--- config.mk ---
export PLATFORM = sky130hd
export DESIGN_NAME = hazard_halt_ctrl
export DESIGN_NICKNAME = d
export VERILOG_FILES = /design/src/rtl/pipe_pkg.sv /design/src/rtl/hazard_cmp.sv /design/src/rtl/hazard_halt_ctrl.sv
export SDC_FILE = /design/constraint.sdc
export NUM_CORES = 1
export LEC_CHECK = 0
export ABC_AREA = 1
export CAP_MARGIN = 20
export CORE_UTILIZATION = 45
export DETAILED_ROUTE_END_ITERATION = 10
export PLACE_DENSITY = 0.75
export SLEW_MARGIN = 20
export SYNTH_ARGS = -nofsm -noshare
export SYNTH_HDL_FRONTEND = slang
export SYNTH_HIERARCHICAL = 1
export SYNTH_SLANG_ARGS = --single-unit
--- constraint.sdc ---
create_clock -name clk -period 3.4 [get_ports clk]
set_input_delay 0.34 -clock clk [delete_from_list [all_inputs] [get_ports clk]]
set_output_delay 0.34 -clock clk [all_outputs]
set_load 0.05 [all_outputs]
--- src/rtl/pipe_pkg.sv ---
// Shared pipeline-control types and constants.
// Provides the controller state enum, register-zero index and exit code.
package pipe_pkg;

  typedef enum logic {
    RUN  = 1'b0,
    HALT = 1'b1
  } state_t;

  localparam logic [4:0]  REG_ZERO     = 5'd0;
  localparam logic [31:0] SYSCALL_EXIT = 32'd10;

endpackage

--- src/rtl/hazard_cmp.sv ---
// RAW hit detector for one producer stage against the ID instruction.
// In: id_rs/id_rt/id_uses_rs/id_uses_rt, producer rd/reg_write. Out: hit.
module hazard_cmp
  import pipe_pkg::*;
(
  input  logic [4:0] id_rs,
  input  logic [4:0] id_rt,
  input  logic       id_uses_rs,
  input  logic       id_uses_rt,
  input  logic [4:0] rd,
  input  logic       reg_write,
  output logic       hit
);

  logic rs_hit;
  logic rt_hit;

  assign rs_hit = id_uses_rs && (id_rs == rd);
  assign rt_hit = id_uses_rt && (id_rt == rd);

  // $zero is hardwired, so a write to it never produces a dependency
  assign hit = reg_write && (rd != REG_ZERO) && (rs_hit || rt_hit);

endmodule

--- src/rtl/hazard_halt_ctrl.sv ---
// Stall/flush/halt sequencer for the 5-stage core, with perf counters.
// Ports: ID/EX/MEM hazard inputs, go; stall/flush, halted, counters.
// Macro FORWARD_EN: forwarding present, only load-use stalls.
module hazard_halt_ctrl
  import pipe_pkg::*;
#(
  parameter int          CNT_W     = 32,
  parameter logic [31:0] HALT_CODE = SYSCALL_EXIT
) (
  input  logic             clk,
  input  logic             rst,
  input  logic [4:0]       id_rs,
  input  logic [4:0]       id_rt,
  input  logic             id_uses_rs,
  input  logic             id_uses_rt,
  input  logic             id_jump,
  input  logic [4:0]       ex_rd,
  input  logic             ex_reg_write,
  input  logic             ex_mem_to_reg,
  input  logic             ex_branch_taken,
  input  logic             ex_syscall,
  input  logic [31:0]      ex_v0,
  input  logic [4:0]       mem_rd,
  input  logic             mem_reg_write,
  input  logic             go,
  output logic             pc_stall,
  output logic             ifid_stall,
  output logic             ifid_flush,
  output logic             idex_flush,
  output logic             halted,
  output logic [CNT_W-1:0] cycle_cnt,
  output logic [CNT_W-1:0] stall_cnt,
  output logic [CNT_W-1:0] flush_cnt
);

  localparam logic [CNT_W-1:0] ONE = {{(CNT_W-1){1'b0}}, 1'b1};

  state_t state;
  logic   hit_ex;
  logic   data_haz;
  logic   exit_sc;
  logic   stall_ev;
  logic   flush_ev;

  hazard_cmp u_cmp_ex (
    .id_rs      (id_rs),
    .id_rt      (id_rt),
    .id_uses_rs (id_uses_rs),
    .id_uses_rt (id_uses_rt),
    .rd         (ex_rd),
    .reg_write  (ex_reg_write),
    .hit        (hit_ex)
  );

`ifdef FORWARD_EN
  logic unused_mem;
  assign unused_mem = ^{mem_rd, mem_reg_write};
  // ALU results forward; only a load in EX is too late
  assign data_haz = hit_ex && ex_mem_to_reg;
`else
  logic hit_mem;
  logic unused_ld;

  hazard_cmp u_cmp_mem (
    .id_rs      (id_rs),
    .id_rt      (id_rt),
    .id_uses_rs (id_uses_rs),
    .id_uses_rt (id_uses_rt),
    .rd         (mem_rd),
    .reg_write  (mem_reg_write),
    .hit        (hit_mem)
  );

  assign unused_ld = ex_mem_to_reg;
  assign data_haz  = hit_ex || hit_mem;
`endif

  assign exit_sc = ex_syscall && (ex_v0 == HALT_CODE);

  always_comb begin
    pc_stall   = 1'b0;
    ifid_stall = 1'b0;
    ifid_flush = 1'b0;
    idex_flush = 1'b0;
    stall_ev   = 1'b0;
    flush_ev   = 1'b0;
    priority case (1'b1)
      (state == HALT): begin
        pc_stall   = 1'b1;
        ifid_stall = 1'b1;
        idex_flush = 1'b1;
      end
      exit_sc: begin
        pc_stall   = 1'b1;
        ifid_flush = 1'b1;
        idex_flush = 1'b1;
        flush_ev   = 1'b1;
      end
      // squashing ID makes any hazard it carries moot
      ex_branch_taken: begin
        ifid_flush = 1'b1;
        idex_flush = 1'b1;
        flush_ev   = 1'b1;
      end
      data_haz: begin
        pc_stall   = 1'b1;
        ifid_stall = 1'b1;
        idex_flush = 1'b1;
        stall_ev   = 1'b1;
      end
      // jump held under a stall re-presents next cycle
      id_jump: begin
        ifid_flush = 1'b1;
        flush_ev   = 1'b1;
      end
      default: ;
    endcase
  end

  always_ff @(posedge clk) begin
    if (rst) begin
      state     <= RUN;
      halted    <= 1'b0;
      cycle_cnt <= '0;
      stall_cnt <= '0;
      flush_cnt <= '0;
    end else begin
      case (state)
        RUN: begin
          cycle_cnt <= cycle_cnt + ONE;
          if (exit_sc) begin
            state  <= HALT;
            halted <= 1'b1;
          end
        end
        HALT: begin
          if (go) begin
            state  <= RUN;
            halted <= 1'b0;
          end
        end
        default: begin
          state  <= RUN;
          halted <= 1'b0;
        end
      endcase
      if (stall_ev)
        stall_cnt <= stall_cnt + ONE;
      if (flush_ev)
        flush_cnt <= flush_cnt + ONE;
    end
  end

endmodule

### Yosys cells after proc, flatten, opt, wreduce, memory -nomap -nowiden

Cells that the tools add are included.

* add/subtract/negate cells: 3
* bitwise gates (word level): 1
* reduce and logical (&&, ||, !) cells: 15
* eq/ne operators: 7
* muxes and demuxes: 21

Operators with widths (number)
* adder 32 x 1 -> 32 bit, second input constant: 3
* equality test 32 x 4 -> 1 bit, second input constant: 1
* equality test 5 bit: 4
* two-way mux 1 bit: 19
* nonzero test 5 bit: 2
* logical AND 1 bit: 9
* inequality test 2 bit, second input constant: 2
* one-hot mux 1 bit (2 select lines): 2
* logical OR 1 bit: 3
* AND reduction 2 bit: 1
* NOT 1 bit: 1

* input bits: 63
* bits in registers: 98
* word-level logic and storage cells: 52

### Depth between registers and ports, before layout

* depth in word-level cells: 9
* depth in mapped cells: 14
* mapped depth without buffers: 14

### Hierarchy

The synthesis kept the hierarchy.

Modules (own cells, without submodules)
* hazard_halt_ctrl: cells an instance 954, area each 5881.9 um^2, instances 1
* hazard_cmp: cells an instance 55, area each 216.5 um^2, instances 2

### Worst setup path before layout

OpenSTA, ideal clock, no wires.

* path type: in2out
* start: input mem_rd[3]
* end: output ifid_stall
* data required time: 3.060 ns
* path slack: 0.732 ns
* arrival time: 2.328 ns
* path buffers: 0
* stages on the path: 10
* cells stage by stage: inv_1 > nand2_1 > nand2_1 > nor2_1 > nand3_1 > a21oi_1 > nor2_1 > nor2_4 > inv_1 > o21ai_0

* word-level cells in the longest chain between the ends: 9
* elaborated cells between the ends (all ways): 13
* classes of those cells: eq/ne (2); mux (4); reduce/logical (7)

RTL lines
* from (decl): line hazard_halt_ctrl.sv:23 `input logic [4:0] mem_rd,`
* equality test 5 bit, on equally long branches: line hazard_cmp.sv:18, hazard_cmp.sv:19
* logical AND 1 bit, on equally long branches: line hazard_cmp.sv:18, hazard_cmp.sv:19
* logical OR 1 bit: line hazard_cmp.sv:22 `assign hit = reg_write && (rd != REG_ZERO) && (rs_hit || rt_hit);`
* logical AND 1 bit *: line hazard_cmp.sv:22
* named net hit_mem: line hazard_halt_ctrl.sv:61 `logic hit_mem;`
* logical OR 1 bit *: line hazard_halt_ctrl.sv:75 `assign data_haz = hit_ex || hit_mem;`
* two-way mux 1 bit * (4 in a row): line hazard_halt_ctrl.sv:87 `priority case (1'b1)`
* to (decl): line hazard_halt_ctrl.sv:27 `output logic ifid_stall,`

Mark *: on every way through the listed nets, which the timed path passes. The rest lies on a longest branch.

### Worst setup path after layout

* start: input id_rs[1]
* end: output ifid_stall

* word-level cells in the longest chain between the ends: 9
* elaborated cells between the ends (all ways): 13
* classes of those cells: eq/ne (2); mux (4); reduce/logical (7)

RTL lines
* from (decl): line hazard_halt_ctrl.sv:12 `input logic [4:0] id_rs,`
* equality test 5 bit: line hazard_cmp.sv:18 `assign rs_hit = id_uses_rs && (id_rs == rd);`
* logical AND 1 bit: line hazard_cmp.sv:18
* logical OR 1 bit: line hazard_cmp.sv:22
* logical AND 1 bit: line hazard_cmp.sv:22
* named net hit_mem: line hazard_halt_ctrl.sv:61
* logical OR 1 bit: line hazard_halt_ctrl.sv:75
* two-way mux 1 bit (4 in a row): line hazard_halt_ctrl.sv:87

The timed path passes the listed nets, and every way through them passes these cells.

==> reports/metrics.cfg <==
[status]
status = complete, no violations

[cells_and_area]
drive_above_1_share = 0.05556
nNetsFinal = 1285
final_area_mm2 = 0.008376
fill_cells = 1319
post-route-util = 0.6226
diodes = 0
synthToLayoutAreaGrowth_pct = 32.63

[die]
dieArea_mm2 = 0.01451
initial_core_util = 0.4694
die_h_um = 120.5
fp.dieW_um = 120.5
core_region_area_mm2 = 0.01345
io_pins = 164
fp-row-count = 42

[setup_path]
rrSetupSlack_ns = 1.49
required_ns = 3.06
cp.arrival_ns = 2.61
start_kind = primary input
cp_max_fo = 10
critPathKind = primary input to output pin
crit_path_end_kind = output pin

[cts]
hold_buffers = 0
post-cts-setup-buffers = 0
clock_latency_ns = 0.35
cts_tree = built
htree_num_levels = 3
cts_resized = 0
cts-root-buf = clkbuf_16
clock_sink_count = 98
cts_buffer_depth = 2
numCtsBuffers = 9
clk_pin_slew_ns = 0.06

[yosys]
synth-seq-cells = 98
yosys_warnings = 6
yosysTopAreaCell = dfxtp_1
syn_area_mm2 = 0.006315
yosysTopAreaCellShare = 0.3107
synth_cell_types = 35
synthCells = 1064
syn-num-nets = 1130
synthTopCellsByArea = dfxtp_1 (31%), nand2_1 (17%), nor2_1 (13%)
synth_area_per_cell_um2 = 5.935
synth_seq_area_share = 0.3107

[drt]
drc_errors = 0
wl_per_cell_um = 12.17
drt_iter0_markers = 425
antenna_left = 0
routed_wl_um = 17030
num_vias = 6875
avgViaCountPerCell = 4.911
dr.pass1.iters = 5

[placement]
dpl.hpwl_um = 12710
gp_congestion = 0.8911
io_buffers = 162
post_dp_cell_area_mm2 = 0.008078

[grt]
grt_max_degree = 65
grt_use_met3 = 0.05566
grt_overflow_total = 0
met2_usage = 0.4070
busiest_layer = met2
first_global_vias = 6189
antenna_found_initial = 0
grt_usage = 0.2408
met1_usage = 0.3016
grt_pass1_wl_um = 28410

[timing]
rsz0062_at_grt = false
finalCritPeriodShare = 0.8666
max_slew_margin = 0.6304
hold_violations = 0
period_needed_ns = 2.946
fmax_mhz = 339.4
finClkSkew_ns = 0.007680
slew_viol_final = 0
setup_viol = 0
tightest_slew_ns = 0.5527
fin_setup_tns_ns = 0

[power]
p_total_mw = 2.540
p_leak_nw = 3.556
powerDensity_mw_per_mm2 = 303.3
irDropWorstVdd_uv = 302.9

[hold_path]
hold_path_class = flip-flop to flip-flop

[run]
maxCapViolCount = 0

## cells in the mapped netlist
cell type	count
dfxtp_1	98
nand3_4	1
nand2_4	3
nor4_1	4
nand3_2	1
o21ai_1	3
ha_1	3
buf_4	6
nand3_1	100
nor2_4	7
xnor2_1	2
nor2_1	218
buf_2	4
o21bai_1	1
inv_1	146
o21a_1	1
nand3b_1	1
nor3_2	5
nor2_2	13
a211oi_1	1
buf_6	5
nand4_1	20
inv_2	4
clkbuf_1	3
a21oi_1	54
a21o_1	1
nand2_2	7
o21ai_0	10
nand2_1	282
nand4_4	1
nor3_1	30
clkinv_4	1
buf_1	7
nor3b_1	3
xor2_1	18
## layout make-up
type | instances | area (um2) | area share
clock buffers | 12 | 246.5 | 0.02943
clock inverters | 4 | 51.30 | 0.006125
inverters | 151 | 571.8 | 0.06827
multi-input cells | 790 | 3622 | 0.4325
flip-flops and latches | 98 | 1962 | 0.2342
well taps | 176 | 220.2 | 0.02629
repair buffers | 169 | 1702 | 0.2032
## per-layer routing
| layer | vias up | wire length [um] |
|---|---|---|
| met2 | 160 | 7882 |
| met3 | 26 | 990 |
| li1 | 3632 | - |
| met4 | 0 | 336 |
| met5 | - | 0 |
| met1 | 3057 | 7824 |
## final timing paths
path,from,cells after the start,to
worst max-delay path,id_rs[1],12,ifid_stall
worst min-delay path,halted,2,halted
worst max register to register,flush_cnt[0],10,flush_cnt[22]
worst min register to register,halted,2,halted
## power by group
group	internal [mW]	leakage (nW)	total [mW]	switching [mW]
Sequential	1.16	0.791	1.18	0.0191
Clock	0.592	0.143	1.04	0.449
Combinational	0.139	2.62	0.319	0.180
Total	1.89	3.56	2.54	0.648
## sequential cells by signal, summed over array words and instances, names as in the netlist
name and flops:
state 1, stall_cnt 32, halted 1, cycle_cnt 32, flush_cnt 32
## placed cells by master, fill, tap and decap left out, types with 7 or more instances in the layout
master | Yosys | final
clkdlybuf4s50_1 | 0 | 158
nor2_4 | 7 | 7
nand2_2 | 7 | 7
dfxtp_1 | 98 | 98
buf_4 | 6 | 8
a21oi_1 | 54 | 54
nor2_1 | 218 | 218
clkbuf_16 | 0 | 9
nor2_2 | 13 | 13
nand3_1 | 100 | 100
nor3_1 | 30 | 30
xor2_1 | 18 | 18
nand4_1 | 20 | 20
nand2_1 | 282 | 282
o21ai_0 | 10 | 10
inv_1 | 146 | 146
## per-stage QoR
stage / worst slack (ns) / hold slack, ns / cells
after floorplan: 0.7320 / 0.5212 / 1064
after global placement: 0.4404 / 0.4439 / 1384
after detailed placement: 0.4614 / 0.4488 / 1384
after CTS: 0.4614 / 0.4651 / 1400
after global routing: 0.2295 / 0.5028 / 1400
final: 0.4536 / 0.4684 / 1400
## worst max-delay path, cell delays in order
cell	delay (ns)
clkdlybuf4s50_1	0.53
inv_1	0.05
nand2_1	0.05
nand2_1	0.04
nor2_1	0.12
nand3_1	0.09
a21oi_1	0.16
nor2_1	0.15
nor2_4	0.28
inv_1	0.20
o21ai_0	0.37
buf_12	0.19
## logic make-up after synthesis
family                   synth area share
buffers and inverters              0.1157
XOR/XNOR                          0.02774
AND/OR/NAND/NOR                    0.4821
AO/OA/AOI/OAI                     0.05786
flip-flops                         0.3107
adder cells (fa/ha/maj)          0.005945
No activity file was read; power rests on OpenSTA's default activity.
